<file path="src/rtl/uart_pkg.sv">
// Shared UART definitions: FSM state encoding, oversampling constants and a parity helper.
// Used by both uart_rx and uart_tx.
package uart_pkg;

  typedef enum logic [2:0] {
    IDLE,
    START,
    DATA,
    PARITY,
    STOP
  } state_t;

  localparam int OVERSAMPLE = 16;
  localparam int MID_TICK   = 7;

  // Parity bit value that makes the frame correct for the selected sense (odd=0 -> even).
  function automatic logic parity_bit(input logic [7:0] data, input logic odd);
    return (^data) ^ odd;
  endfunction

endpackage

</file>
<file path="src/rtl/baud_gen.sv">
// Oversampling tick generator: one-clk baud_tick pulse at OVERSAMPLE * BAUD_RATE.
module baud_gen
  import uart_pkg::*;
#(
  parameter int CLK_FREQ  = 50_000_000,
  parameter int BAUD_RATE = 9600
) (
  input  logic clk,
  input  logic reset,
  output logic baud_tick
);

  localparam int DIV = CLK_FREQ / (BAUD_RATE * OVERSAMPLE);
  localparam int CW  = (DIV > 1) ? $clog2(DIV) : 1;

  logic [CW-1:0] cnt_q;
  logic          tick_q;

  always_ff @(posedge clk) begin
    if (reset) begin
      cnt_q  <= '0;
      tick_q <= 1'b0;
    end else if (cnt_q == CW'(DIV - 1)) begin
      cnt_q  <= '0;
      tick_q <= 1'b1;
    end else begin
      cnt_q  <= cnt_q + 1'b1;
      tick_q <= 1'b0;
    end
  end

  assign baud_tick = tick_q;

endmodule

</file>
<file path="src/rtl/uart_rx.sv">
// 8N1 UART receiver with 16x oversampling and a valid/ready byte output.
// Define UART_RX_PARITY_EN to add a parity bit (sense set by PARITY_ODD) and parity_err.
module uart_rx
  import uart_pkg::*;
#(
  parameter int CLK_FREQ   = 50_000_000,
  parameter int BAUD_RATE  = 9600,
  parameter int PARITY_ODD = 0
) (
  input  logic       clk,
  input  logic       reset,
  input  logic       rx,
  output logic [7:0] rx_data,
  output logic       rx_valid,
  input  logic       rx_ready,
  output logic       rx_busy,
  output logic       frame_err,
  output logic       overrun_err,
  output logic       parity_err
);

  localparam logic [3:0] MID_CNT  = 4'(MID_TICK);
  localparam logic [3:0] LAST_CNT = 4'(OVERSAMPLE - 1);

  logic       baud_tick;
  logic       sync1_q, sync2_q;
  state_t     state_q, state_d;
  logic [3:0] tick_q, tick_d;
  logic [2:0] bit_idx_q, bit_idx_d;
  logic [7:0] shift_q, shift_d;
  logic       pending_q, pending_d;
  logic [7:0] rx_data_q, rx_data_d;
  logic       rx_valid_q, rx_valid_d;
  logic       frame_err_q, frame_err_d;
  logic       overrun_err_q, overrun_err_d;
  logic       stop_sample;
`ifdef UART_RX_PARITY_EN
  logic       par_q, par_d;
  logic       parity_err_q, parity_err_d;
`endif

  baud_gen #(
    .CLK_FREQ (CLK_FREQ),
    .BAUD_RATE(BAUD_RATE)
  ) u_baud_gen (
    .clk      (clk),
    .reset    (reset),
    .baud_tick(baud_tick)
  );

  always_ff @(posedge clk) begin
    if (reset) begin
      sync1_q       <= 1'b1;
      sync2_q       <= 1'b1;
      state_q       <= IDLE;
      tick_q        <= '0;
      bit_idx_q     <= '0;
      shift_q       <= '0;
      pending_q     <= 1'b0;
      rx_data_q     <= '0;
      rx_valid_q    <= 1'b0;
      frame_err_q   <= 1'b0;
      overrun_err_q <= 1'b0;
`ifdef UART_RX_PARITY_EN
      par_q         <= 1'b0;
      parity_err_q  <= 1'b0;
`endif
    end else begin
      sync1_q       <= rx;
      sync2_q       <= sync1_q;
      state_q       <= state_d;
      tick_q        <= tick_d;
      bit_idx_q     <= bit_idx_d;
      shift_q       <= shift_d;
      pending_q     <= pending_d;
      rx_data_q     <= rx_data_d;
      rx_valid_q    <= rx_valid_d;
      frame_err_q   <= frame_err_d;
      overrun_err_q <= overrun_err_d;
`ifdef UART_RX_PARITY_EN
      par_q         <= par_d;
      parity_err_q  <= parity_err_d;
`endif
    end
  end

  always_comb begin
    state_d   = state_q;
    tick_d    = tick_q;
    bit_idx_d = bit_idx_q;
    shift_d   = shift_q;
`ifdef UART_RX_PARITY_EN
    par_d     = par_q;
`endif
    if (baud_tick) begin
      case (state_q)
        IDLE: begin
          if (!sync2_q) begin
            state_d = START;
            tick_d  = '0;
          end
        end
        START: begin
          // Re-check mid start bit so short low glitches are rejected.
          if (tick_q == MID_CNT) begin
            if (!sync2_q) begin
              state_d   = DATA;
              tick_d    = '0;
              bit_idx_d = '0;
            end else begin
              state_d = IDLE;
            end
          end else begin
            tick_d = tick_q + 4'd1;
          end
        end
        DATA: begin
          tick_d = tick_q + 4'd1;
          if (tick_q == LAST_CNT) begin
            shift_d[bit_idx_q] = sync2_q;
            bit_idx_d          = bit_idx_q + 3'd1;
            if (bit_idx_q == 3'd7) begin
`ifdef UART_RX_PARITY_EN
              state_d = PARITY;
`else
              state_d = STOP;
`endif
            end
          end
        end
`ifdef UART_RX_PARITY_EN
        PARITY: begin
          tick_d = tick_q + 4'd1;
          if (tick_q == LAST_CNT) begin
            par_d   = sync2_q;
            state_d = STOP;
          end
        end
`endif
        STOP: begin
          tick_d = tick_q + 4'd1;
          if (tick_q == LAST_CNT) begin
            state_d = IDLE;
          end
        end
        default: state_d = IDLE;
      endcase
    end
  end

  always_comb begin
    rx_busy       = (state_q != IDLE);
    stop_sample   = baud_tick && (state_q == STOP) && (tick_q == LAST_CNT);
    pending_d     = stop_sample && sync2_q;
    frame_err_d   = stop_sample && !sync2_q;
    rx_data_d     = rx_data_q;
    rx_valid_d    = rx_valid_q && !rx_ready;
    overrun_err_d = 1'b0;
`ifdef UART_RX_PARITY_EN
    parity_err_d  = 1'b0;
`endif
    // A delivery in the same cycle as a handshake replaces the consumed byte cleanly.
    if (pending_q) begin
      rx_data_d     = shift_q;
      rx_valid_d    = 1'b1;
      overrun_err_d = rx_valid_q && !rx_ready;
`ifdef UART_RX_PARITY_EN
      parity_err_d  = (par_q != parity_bit(shift_q, PARITY_ODD[0]));
`endif
    end
  end

  assign rx_data     = rx_data_q;
  assign rx_valid    = rx_valid_q;
  assign frame_err   = frame_err_q;
  assign overrun_err = overrun_err_q;
`ifdef UART_RX_PARITY_EN
  assign parity_err  = parity_err_q;
`else
  logic unused_parity_odd;
  assign unused_parity_odd = PARITY_ODD[0];
  assign parity_err        = 1'b0;
`endif

endmodule
</file>
<file path="config.mk">
export PLATFORM = sky130hd
export DESIGN_NAME = uart_rx
export DESIGN_NICKNAME = d
export VERILOG_FILES = /design/src/rtl/uart_pkg.sv /design/src/rtl/baud_gen.sv /design/src/rtl/uart_rx.sv
export SDC_FILE = /design/constraint.sdc
export NUM_CORES = 1
export LEC_CHECK = 0
export ABC_AREA = 0
export ABC_CLOCK_PERIOD_IN_PS = 1850
export CORE_ASPECT_RATIO = 0.8
export CORE_MARGIN = 3
export CORE_UTILIZATION = 40
export CTS_CLUSTER_SIZE = 8
export DETAILED_ROUTE_END_ITERATION = 8
export SLEW_MARGIN = 20
export SYNTH_ARGS = -nofsm -noshare
export SYNTH_HDL_FRONTEND = slang
export SYNTH_HIERARCHICAL = 1
export SYNTH_SLANG_ARGS = --single-unit
</file>
<file path="constraint.sdc">
create_clock -name clk -period 1.85 [get_ports clk]
set_input_delay 0.4625 -clock clk [delete_from_list [all_inputs] [get_ports clk]]
set_output_delay 0.4625 -clock clk [all_outputs]
set_load 0.1 [all_outputs]
</file>
==> impl_metrics.py <==
metrics = {
    "run_status": {
        "outcome": "finished clean",
    },
    "synth": {
        "synthArstFlopShare": 0,
        "synth_top_cell_by_area": "dfxtp_1",
        "synth_ff_type": "dfxtp_1",
        "synth_top_area_frac": 0.426,
        "synth_area_leaders": "dfxtp_1, mux2i_1, nor2_1",
        "syn_area_mm2": 0.00197,
        "ys_seq_elements": 42,
        "synth-edff-count": 0,
        "synth.top_cells.by_count": "dfxtp_1, nor2_1, mux2i_1",
        "yosysUniqueCellTypes": 52,
        "yosysWarningCount": 6,
        "syn-num-nets": 225,
        "netlist_instances": 216,
        "synth_most_common_cell": "dfxtp_1",
        "syn_avg_cell_area_um2": 9.14,
        "seq_area_frac_synth": 0.426,
    },
    "setup_path": {
        "arrival_ns": 1.30,
        "ff2ff_path_depth": 4,
        "regToRegEndpoint": "tick_q[3]",
        "path_class": "reg2out",
        "r2r_start": "state_q[0]",
        "rrSetupSlack_ns": 0.22,
        "end_kind": "output port",
        "crit_fanout": 13,
        "required_ns": 1.39,
        "start_kind": "register",
    },
    "finish": {
        "nNetsFinal": 239,
        "drive_gt1_frac": 0.156,
        "area_growth_pct": 21.3,
        "antenna_cells": 0,
    },
    "detailed_routing": {
        "totalWireLength_um": 3730,
        "drt_iter0_markers": 87,
        "vias": 1508,
        "vias_per_cell": 5.18,
        "wl_per_cell_um": 12.8,
        "ant_nets": 0,
        "dr.pass1.iters": 4,
        "drcViolationCount": 0,
    },
    "sta": {
        "rsz0062_at_grt": "false",
        "setup_viol": 0,
        "final.setup.worst_slack_ns": 0.0878,
        "finalCritPeriodShare": 0.953,
        "fin_crit_ns": 1.76,
        "worst_pin_slew_ns": 0.552,
        "max_slew_margin": 0.631,
        "max_freq_ghz": 0.567,
        "finalHoldViolations": 0,
        "setup_tns_ns": 0,
        "clock-skew-final_ns": 0.00579,
        "slew_viol_final": 0,
    },
    "job": {
        "drv_cap": 0,
    },
    "die": {
        "die_area_mm2": 0.00582,
        "fp.dieW_um": 84.6,
        "initial_core_util": 0.422,
        "num_rows": 22,
        "io-pin-count": 17,
        "die_height_um": 68.8,
        "core_mm2": 0.00468,
    },
    "worst_hold_path": {
        "holdPathStages": 1,
        "min-delay-start": "sync1_q",
        "hold_path_class": "reg2reg",
        "min_to": "sync2_q",
    },
    "placed_design": {
        "hpwl_um": 2560,
        "dp_slack_ns": 0.172,
        "io_buffer_count": 15,
        "gp_congestion": 0.761,
    },
    "clocking": {
        "cts_root_buf": "clkbuf_8",
        "clock_latency_ns": 0.29,
        "clkTransAtPathRegs_ns": 0.08,
        "htree_levels": 2,
        "cts_tree": "done",
        "cts_buffer_depth": 2,
        "numCtsBuffers": 5,
        "clkSinkCount": 42,
    },
    "grt": {
        "grt_max_degree": 37,
        "first_global_vias": 1418,
        "grt_overflow": 0,
        "grt_pass1_wl_um": 6430,
        "antenna_found_initial": 0,
        "grt.total_usage": 0.137,
    },
    "pwr": {
        "power.leakage_uw": 0.000894,
        "peakVddDrop_mv": 0.451,
        "p_per_area_mw_per_mm2": 656,
        "p_total_uw": 1570,
    },
}
-- cells in the final DEF, fill, tap and decap left out, types with 2 or more instances in the layout --
| cell | synthesis | layout |
|---|---|---|
| nor4_1 | 3 | 3 |
| buf_12 | 0 | 13 |
| o21a_1 | 2 | 2 |
| xnor2_1 | 2 | 2 |
| a2bb2oi_1 | 2 | 2 |
| buf_4 | 1 | 4 |
| nand3_1 | 12 | 12 |
| clkdlybuf4s50_1 | 0 | 3 |
| dfxtp_2 | 0 | 2 |
| xor2_1 | 3 | 3 |
| or3b_1 | 3 | 3 |
| or2_2 | 2 | 2 |
| dfxtp_1 | 42 | 40 |
| mux2i_1 | 16 | 16 |
| nor3_1 | 2 | 2 |
| inv_1 | 8 | 8 |
| a21oi_1 | 13 | 13 |
| o31ai_1 | 2 | 2 |
| nor2_1 | 32 | 32 |
| nand2_1 | 7 | 7 |
| nand4_1 | 7 | 7 |
| or3_1 | 4 | 4 |
| clkbuf_8 | 0 | 5 |
| ha_1 | 5 | 5 |
| and2_1 | 2 | 2 |
| o21ai_0 | 8 | 8 |
| and3_1 | 2 | 2 |
-- worst max-delay path: stages (launching register included) --
cell and delay [ns]:
dfxtp_2 0.40, or3_4 0.44, buf_12 0.18
-- worst max-delay path by stage --
stage	slack, ns	endpoint	startpoint	depth (start not counted)
after detailed placement	0.17	frame_err	reset	5
final	0.09	rx_busy	state_q[2]	2
after global placement	0.20	frame_err	reset	5
after floorplan	0.20	tick_q[2]	state_q[2]	5
after global routing	0.04	shift_q[5]	tick_q[0]	5
after CTS	0.01	rx_busy	state_q[2]	2
-- metal layers --
| metal | up-vias | GRT usage | part of all wire |
|---|---|---|---|
| li1 | 798 | - | - |
| met1 | 683 | 0.191 | 0.53 |
| met2 | 22 | 0.208 | 0.42 |
| met3 | 5 | 0.0380 | 0.036 |
| met4 | 0 | 0.0415 | 0.011 |
| met5 | - | 0 | 0 |
-- report_power, final --
| group | internal (uW) | switching, uW | total, uW |
|---|---|---|---|
| Sequential | 914 | 13.8 | 928 |
| Combinational | 27.7 | 41.6 | 69.3 |
| Clock | 266 | 308 | 574 |
| Total | 1210 | 363 | 1570 |
-- flip-flops by register name (all words and copies together) (netlist names), 3 cells and up --
name	count
u_baud_gen/cnt_q	9
rx_data	8
shift_q	8
tick_q	4
bit_idx_q	3
state_q	3
-- cell families after synthesis --
group,share of synthesized area
adder cells (fa/ha/maj),0.0317
AND/OR/NAND/NOR,0.272
other,0.00190
multiplexers,0.0811
flip-flops,0.426
XOR/XNOR,0.0222
buffers and inverters,0.0475
AO/OA/AOI/OAI,0.118
-- layout make-up --
cell class              count  area [um2]
flip-flops and latches     42         843
clock inverters             2        13.8
repair buffers             20         320
well taps                  60        75.1
clock buffers               6        72.6
fillers                   446        2280
inverters                   8        30.0
multi-input cells         153        1040
-- what timing repair did --
item / in CTS / in global routing
gates resized for setup: 0 / 2
endpoints found under the setup margin: 0 / 1
endpoints found under the hold margin: 0 / 0
hold buffers: 0 / 0
buffers inserted: 0 / 0
-- through the flow --
step / cells / cell area, um2 / util / hold WS (ns)
after global placement: 283 / 2310 / 0.493 / 0.405
after floorplan: 216 / 1970 / - / 0.389
after global routing: 291 / 2390 / 0.512 / 0.443
after detailed placement: 283 / 2310 / 0.493 / 0.393
after CTS: 291 / 2390 / 0.511 / 0.414
final: 291 / 2390 / 0.512 / 0.412
(Power assumes the default switching activity.)
